$ cat src/rtl/q_quant_core8_pkg.sv
// Shared constants and types for the 8-bit quantizer core.
package q_quant_core8_pkg;

    // Output code range of the unsigned 8-bit quantized datapath.
    localparam int QT_OUT_MIN     = 0;
    localparam int QT_OUT_MAX     = 255;

    // Cycles from an accepted INPUT_EN to its OUTPUT_EN.
    localparam int Q_CORE_LATENCY = 4;

    // Storage width of the scale inside the config record.
    localparam int QT_SCALE_W     = 32;

    // One complete quantizer configuration, swapped atomically.
    typedef struct packed {
        logic [QT_SCALE_W-1:0] scale;
        logic [4:0]            shift;
        logic [7:0]            zp;
    } qt_cfg_t;

    // Config loader: IDLE, or holding a shadow config until the pipe drains.
    typedef enum logic {
        CFG_IDLE = 1'b0,
        CFG_PEND = 1'b1
    } cfg_state_t;

endpackage

$ cat src/rtl/q_round_shift.sv
// Round-half-up arithmetic right shift of a signed product (quantizer S3).
// shift = 0 passes the value through untouched.
module q_round_shift #(
    parameter int W = 49
) (
    input  logic signed [W-1:0] val,
    input  logic        [4:0]   shift,
    output logic signed [W-1:0] res
);

    // One guard bit so adding the rounding bias can never wrap.
    logic signed [W:0] ext;
    logic signed [W:0] bias;
    logic signed [W:0] sum;

    // Add half an LSB of the result, then shift arithmetically (floor).
    always_comb begin
        // NOTE: every signal written here gets a value before any branch,
        // so no path leaves it unassigned and no latch is inferred.
        ext  = {val[W-1], val};
        bias = (W+1)'(1) << (shift - 5'd1);
        sum  = ext + bias;
        res  = val;
        if (shift != 5'd0) begin
            res = W'(sum >>> shift);
        end
    end

endmodule

$ cat src/rtl/q_quant_core8.sv
// Four-stage quantizer: q = sat_u8(round(x * scale >> shift) + zp).
// Config changes are deferred until the pipeline is empty so every sample
// is processed with a single consistent config.
module q_quant_core8
    import q_quant_core8_pkg::*;
#(
    parameter int IN_W    = 16,
    parameter int SCALE_W = 32,
    parameter int CNT_W   = 16
) (
    input  logic                CLK,
    input  logic                RESET_X,
    input  logic                INPUT_EN,
    input  logic [IN_W-1:0]     X_IN,
    output logic                OUTPUT_EN,
    output logic [7:0]          Q_OUT,
    input  logic                CFG_WE,
    input  logic [SCALE_W-1:0]  CFG_SCALE,
    input  logic [4:0]          CFG_SHIFT,
    input  logic [7:0]          CFG_ZP,
    output logic                CFG_BUSY,
    input  logic                SAT_CLR,
    output logic [CNT_W-1:0]    SAT_CNT
);

    localparam int PROD_W = IN_W + QT_SCALE_W + 1;
    localparam int V_W    = PROD_W + 1;
    localparam logic signed [V_W-1:0] V_MAX = V_W'(QT_OUT_MAX);

    // Stage valid bits and datapath registers.
    logic                     s1_v, s2_v, s3_v;
    logic signed [IN_W-1:0]   x1;
    logic signed [PROD_W-1:0] prod2;
    logic signed [V_W-1:0]    v3;

    // Operands widened to the product width before the multiply.
    logic signed [PROD_W-1:0] x_ext;
    logic signed [PROD_W-1:0] scale_ext;
    logic signed [PROD_W-1:0] r_comb;
    logic signed [V_W-1:0]    r_ext;
    logic signed [V_W-1:0]    zp_ext;

    // Clamp results for S4.
    logic [7:0] q_nxt;
    logic       sat;

    // Config state.
    cfg_state_t state, state_nxt;
    qt_cfg_t    cfg_in, cfg_act, cfg_shadow, cfg_src;
    logic       cfg_load;
    logic       pipe_empty;

    assign cfg_in     = '{scale: QT_SCALE_W'(CFG_SCALE), shift: CFG_SHIFT, zp: CFG_ZP};
    assign pipe_empty = !INPUT_EN && !s1_v && !s2_v && !s3_v;
    assign CFG_BUSY   = (state == CFG_PEND);

    assign x_ext     = PROD_W'(x1);
    assign scale_ext = PROD_W'({1'b0, cfg_act.scale});
    assign r_ext     = V_W'(r_comb);
    assign zp_ext    = V_W'({1'b0, cfg_act.zp});

    // Valid bits advance every cycle; there is no stall path.
    always_ff @(posedge CLK or negedge RESET_X) begin
        // NOTE: registers are updated with non-blocking assignments so every
        // stage samples the previous cycle's values regardless of order.
        if (!RESET_X) begin
            s1_v <= 1'b0;
            s2_v <= 1'b0;
            s3_v <= 1'b0;
        end else begin
            s1_v <= INPUT_EN;
            s2_v <= s1_v;
            s3_v <= s2_v;
        end
    end

    // S1 capture, S2 multiply, S3 round/shift/add-zero-point.
    always_ff @(posedge CLK) begin
        // NOTE: pure datapath registers carry no reset; their contents are
        // ignored until the matching valid bit is set.
        if (INPUT_EN) x1    <= X_IN;
        if (s1_v)     prod2 <= x_ext * scale_ext;
        if (s2_v)     v3    <= r_ext + zp_ext;
    end

    q_round_shift #(.W(PROD_W)) u_round_shift (
        .val   (prod2),
        .shift (cfg_act.shift),
        .res   (r_comb)
    );

    // S4 clamp to the unsigned 8-bit code range.
    always_comb begin
        q_nxt = v3[7:0];
        sat   = 1'b0;
        if (v3[V_W-1]) begin
            q_nxt = 8'(QT_OUT_MIN);
            sat   = 1'b1;
        end else if (v3 > V_MAX) begin
            q_nxt = 8'(QT_OUT_MAX);
            sat   = 1'b1;
        end
    end

    // Output register; Q_OUT holds between valid samples.
    always_ff @(posedge CLK or negedge RESET_X) begin
        if (!RESET_X) begin
            OUTPUT_EN <= 1'b0;
            Q_OUT     <= '0;
        end else begin
            OUTPUT_EN <= s3_v;
            if (s3_v) Q_OUT <= q_nxt;
        end
    end

    // Sticky saturation counter; clear wins over a same-cycle event.
    always_ff @(posedge CLK or negedge RESET_X) begin
        if (!RESET_X) begin
            SAT_CNT <= '0;
        end else if (SAT_CLR) begin
            SAT_CNT <= '0;
        end else if (s3_v && sat && (SAT_CNT != '1)) begin
            SAT_CNT <= SAT_CNT + CNT_W'(1);
        end
    end

    // Config loader next state: load now if empty, otherwise wait in PEND.
    always_comb begin
        state_nxt = state;
        cfg_load  = 1'b0;
        cfg_src   = CFG_WE ? cfg_in : cfg_shadow;
        case (state)
            CFG_IDLE: begin
                if (CFG_WE) begin
                    if (pipe_empty) cfg_load  = 1'b1;
                    else            state_nxt = CFG_PEND;
                end
            end
            CFG_PEND: begin
                if (pipe_empty) begin
                    cfg_load  = 1'b1;
                    state_nxt = CFG_IDLE;
                end
            end
            default: state_nxt = CFG_IDLE;
        endcase
    end

    // Loader state and active config; reset discards any pending load.
    always_ff @(posedge CLK or negedge RESET_X) begin
        if (!RESET_X) begin
            state   <= CFG_IDLE;
            cfg_act <= '0;
        end else begin
            state <= state_nxt;
            if (cfg_load) cfg_act <= cfg_src;
        end
    end

    // Shadow copy of the most recent write.
    always_ff @(posedge CLK) begin
        if (CFG_WE) cfg_shadow <= cfg_in;
    end

endmodule

$ cat config.mk
export PLATFORM = sky130hd
export DESIGN_NAME = q_quant_core8
export DESIGN_NICKNAME = d
export VERILOG_FILES = /design/src/rtl/q_quant_core8_pkg.sv /design/src/rtl/q_round_shift.sv /design/src/rtl/q_quant_core8.sv
export SDC_FILE = /design/constraint.sdc
export NUM_CORES = 2
export LEC_CHECK = 0
export BUFFER_PORTS_ARGS = -buffer_cell sky130_fd_sc_hd__buf_2
export CAP_MARGIN = 20
export CELL_PAD_IN_SITES_DETAIL_PLACEMENT = 1
export CELL_PAD_IN_SITES_GLOBAL_PLACEMENT = 1
export CORE_ASPECT_RATIO = 2
export CORE_MARGIN = 2
export CORE_UTILIZATION = 25
export DETAILED_ROUTE_END_ITERATION = 6
export PLACE_DENSITY_LB_ADDON = 0.1
export REMOVE_ABC_BUFFERS = 1
export SYNTH_ARGS = -nofsm -noshare
export SYNTH_HDL_FRONTEND = slang
export SYNTH_SLANG_ARGS = --single-unit
$ cat constraint.sdc
create_clock -name CLK -period 10.6 [get_ports CLK]
set_input_delay 0.53 -clock CLK [delete_from_list [all_inputs] [get_ports CLK]]
set_output_delay 0.53 -clock CLK [all_outputs]
set_load 0.1 [all_outputs]
==> impl_metrics.ini <==
[grt]
antenna_found_initial = 3
grt_pass1_wl_um = 219000
first_global_vias = 32291
grt_overflow = 0
grt_use_total = 0.218
grt_max_degree = 53

[flow_run]
cap_violations = 0

[logic_synthesis]
ys_seq_area_frac = 0.185
synthDistinctLibCells = 115
synth_area_per_cell_um2 = 8.88
synth_flop_cell = edfxtp_1
synth_edf_count = 115
synth_seq_cells = 234
syn_inst = 3774
async_flop_share = 0.316
synth_area_um2 = 33500
synth_warnings = 0

[floorplanning]
dieArea_um2 = 137000
die_h_um = 522
start_util = 0.251
num_rows = 190
dieWidth_um = 263
coreArea_um2 = 134000
ioPinCount = 92

[worst_setup_path]
worstPathArrival_ns = 9.45
critPathSlowestCell = nor2_1
cp.required_ns = 11.00
crit_path_max_incr_delay_ns = 0.92
crit_top_cell = buf_4
crit_path_max_fanout = 26
cp-end-kind = flop
critical_path_buf_inv_count = 3
cp_cell_sequence = buf_4 > nor2_1 > nand2_1 > nor2_1 > ha_1 > nand4_1 > nor3_1 > a211oi_1 > buf_4 > o21a_4 > a2111oi_4 > mux2i_1 > a21boi_1 > o22ai_1 > a211oi_1 > o2bb2ai_1 > a211oi_2 > nand4_1 > nand3b_2 > or4b_1 > xor2_1 > buf_4
crit_type = flop to flop
path_delay_family = simple AND/OR/NAND/NOR gates
critPathLaunchType = flop
reg2reg_setup_slack_ns = 1.55

[sta]
rsz0062_at_grt = false
setup_tns_ns = 0
hold_viol = 0
finClkSkew_ns = 0.0424
period_minus_slack_ns = 9.05
maxSlewViolCount = 0
clock.fmax_mhz = 110
setup_viol = 0
slew_headroom = 0.146
tightestPinTransition_ns = 1.28
finalCritPeriodShare = 0.854

[finish]
final_cell_mix = 506 x nand2_1, 482 x inv_1, 420 x fa_1
nets = 4509
drive_gt1_frac = 0.118
syn2layout_area_growth_pct = 11.6
final_common_cell = nand2_1

[status]
status = complete, no violations

[routing]
totalWireLength_um = 150000
drtPass1Iterations = 5
via_per_inst = 5.05
ant_nets = 0
drt_iter0_drc = 1141
vias = 28162
drc_errors = 0
post_drt_wl_per_cell_um = 26.9

[place]
place.gp.congestion = 0.968
dp_hpwl_um = 125000
port_buffers = 91

[clock_tree]
cts_buffers = 28
htreeDepth = 1
cts.sinks = 234
ctsResizeCount = 0
cts_tree = built
cts_buffer_depth = 3
clkTransAtPathRegs_ns = 0.08
cts_root_buf = clkbuf_16
clk_latency_ns = 0.67

[worst_hold_path]
hold_class = input pin to flop
[metal layers]
metal  GRT usage  routed length [um]  vias to the layer above
met5           0                   0                        -
met4       0.129               10200                        0
met3      0.0147                2530                      300
met2       0.464               88300                      511
met1       0.196               48900                    14590
li1            -                   -                    12761
[worst register-to-register path, stage by stage (launching register included)]
cell and delay, ns:
dfrtp_2 0.41, buf_4 0.23, nor2_1 0.94, nand2_1 0.66, nor2_1 0.28, ha_1 0.37
nand4_1 0.38, nor3_1 0.36, a211oi_1 0.10, buf_4 0.20, o21a_4 0.26, a2111oi_4 0.31
mux2i_1 0.28, a21boi_1 0.78, o22ai_1 0.22, a211oi_1 0.70, o2bb2ai_1 0.34, a211oi_2 0.37
nand4_1 0.22, nand3b_2 0.46, or4b_1 0.60, xor2_1 0.16, buf_4 0.16
[state kept, by name (all words and copies together), names as in the netlist]
name / count
cfg_act: 45
v3: 50
CFG_BUSY: 1
cfg_shadow: 45
s1_v: 1
s3_v: 1
OUTPUT_EN: 1
s2_v: 1
SAT_CNT: 16
prod2: 49
x1: 16
Q_OUT: 8
[path summary, 6_finish.rpt]
| check | startpoint | end | cells after the start |
|---|---|---|---|
| max in group asynchronous | RESET_X | cfg_act[39] | 3 |
| min in group asynchronous | RESET_X | SAT_CNT[5] | 2 |
| hold reg to reg | cfg_shadow[38] | cfg_shadow[38] | 1 |
| setup reg to reg | cfg_act[11] | v3[48] | 22 |
| setup / recovery | cfg_act[11] | v3[48] | 22 |
| hold / removal | X_IN[1] | x1[1] | 1 |
[layout make-up]
| type | count | area, um2 |
|---|---|---|
| repair buffers | 223 | 1480 |
| diodes | 3 | 7.51 |
| fillers | 15637 | 96200 |
| clock inverters | 20 | 278 |
| clock buffers | 32 | 726 |
| well taps | 1728 | 2160 |
| multi-input cells | 2854 | 24700 |
| flip-flops and latches | 234 | 6210 |
| inverters | 487 | 1830 |
[cell families after synthesis]
logic type | share of synthesized area
flops | 0.185
compound gates | 0.138
fa+ha+maj | 0.324
buf+inv | 0.0781
xor+xnor | 0.0361
simple gates | 0.187
mux | 0.0521
[synth_stat cells (all sizes together), types with 12 or more instances]
cell type / instances / share of area
clkbuf: 153 / 0.017
xnor2: 89 / 0.023
o2111ai: 12 / 0.0031
nor4: 27 / 0.0068
buf: 46 / 0.0065
edfxtp: 115 / 0.10
o31ai: 12 / 0.0030
o211ai: 31 / 0.0077
mux2: 105 / 0.035
a31oi: 23 / 0.0043
and4: 12 / 0.0031
and3: 26 / 0.0050
mux2i: 36 / 0.011
or2: 16 / 0.0030
nand2b: 41 / 0.0077
o21ai: 119 / 0.018
dfrtp: 74 / 0.055
fa: 420 / 0.25
o22ai: 22 / 0.0041
nor2b: 12 / 0.0022
nor2: 242 / 0.027
nand4: 45 / 0.0084
o21bai: 14 / 0.0031
ha: 195 / 0.073
xor2: 49 / 0.013
nor3: 39 / 0.0065
o21a: 20 / 0.0047
or3: 20 / 0.0039
nand3: 69 / 0.011
and2: 195 / 0.036
dfxtp: 45 / 0.027
a21o: 37 / 0.0085
nand2: 508 / 0.057
a211oi: 52 / 0.013
inv: 486 / 0.054
a21oi: 171 / 0.026
[through the flow]
| step | util | setup WS, ns | cell area [um2] | hold WS [ns] | cells |
|---|---|---|---|---|---|
| after floorplan | - | 1.38 | 32700 | 0.234 | 3575 |
| after global placement | 0.271 | 1.67 | 36300 | 0.454 | 5511 |
| after detailed placement | 0.271 | 1.68 | 36300 | 0.462 | 5513 |
| after CTS | 0.280 | 1.64 | 37400 | 0.00138 | 5576 |
| after global routing | 0.280 | 1.40 | 37400 | 0.0389 | 5579 |
| final | 0.280 | 1.55 | 37400 | 0.0554 | 5581 |
[repair_timing]
item | CTS | global route
hold endpoints to repair | 50 | 0
setup buffers | 0 | 0
hold buffers | 11 | 0
Power is left out: the tool's default activity adds up to more than one toggle a clock period on the data nets, which glitch-free logic cannot reach.
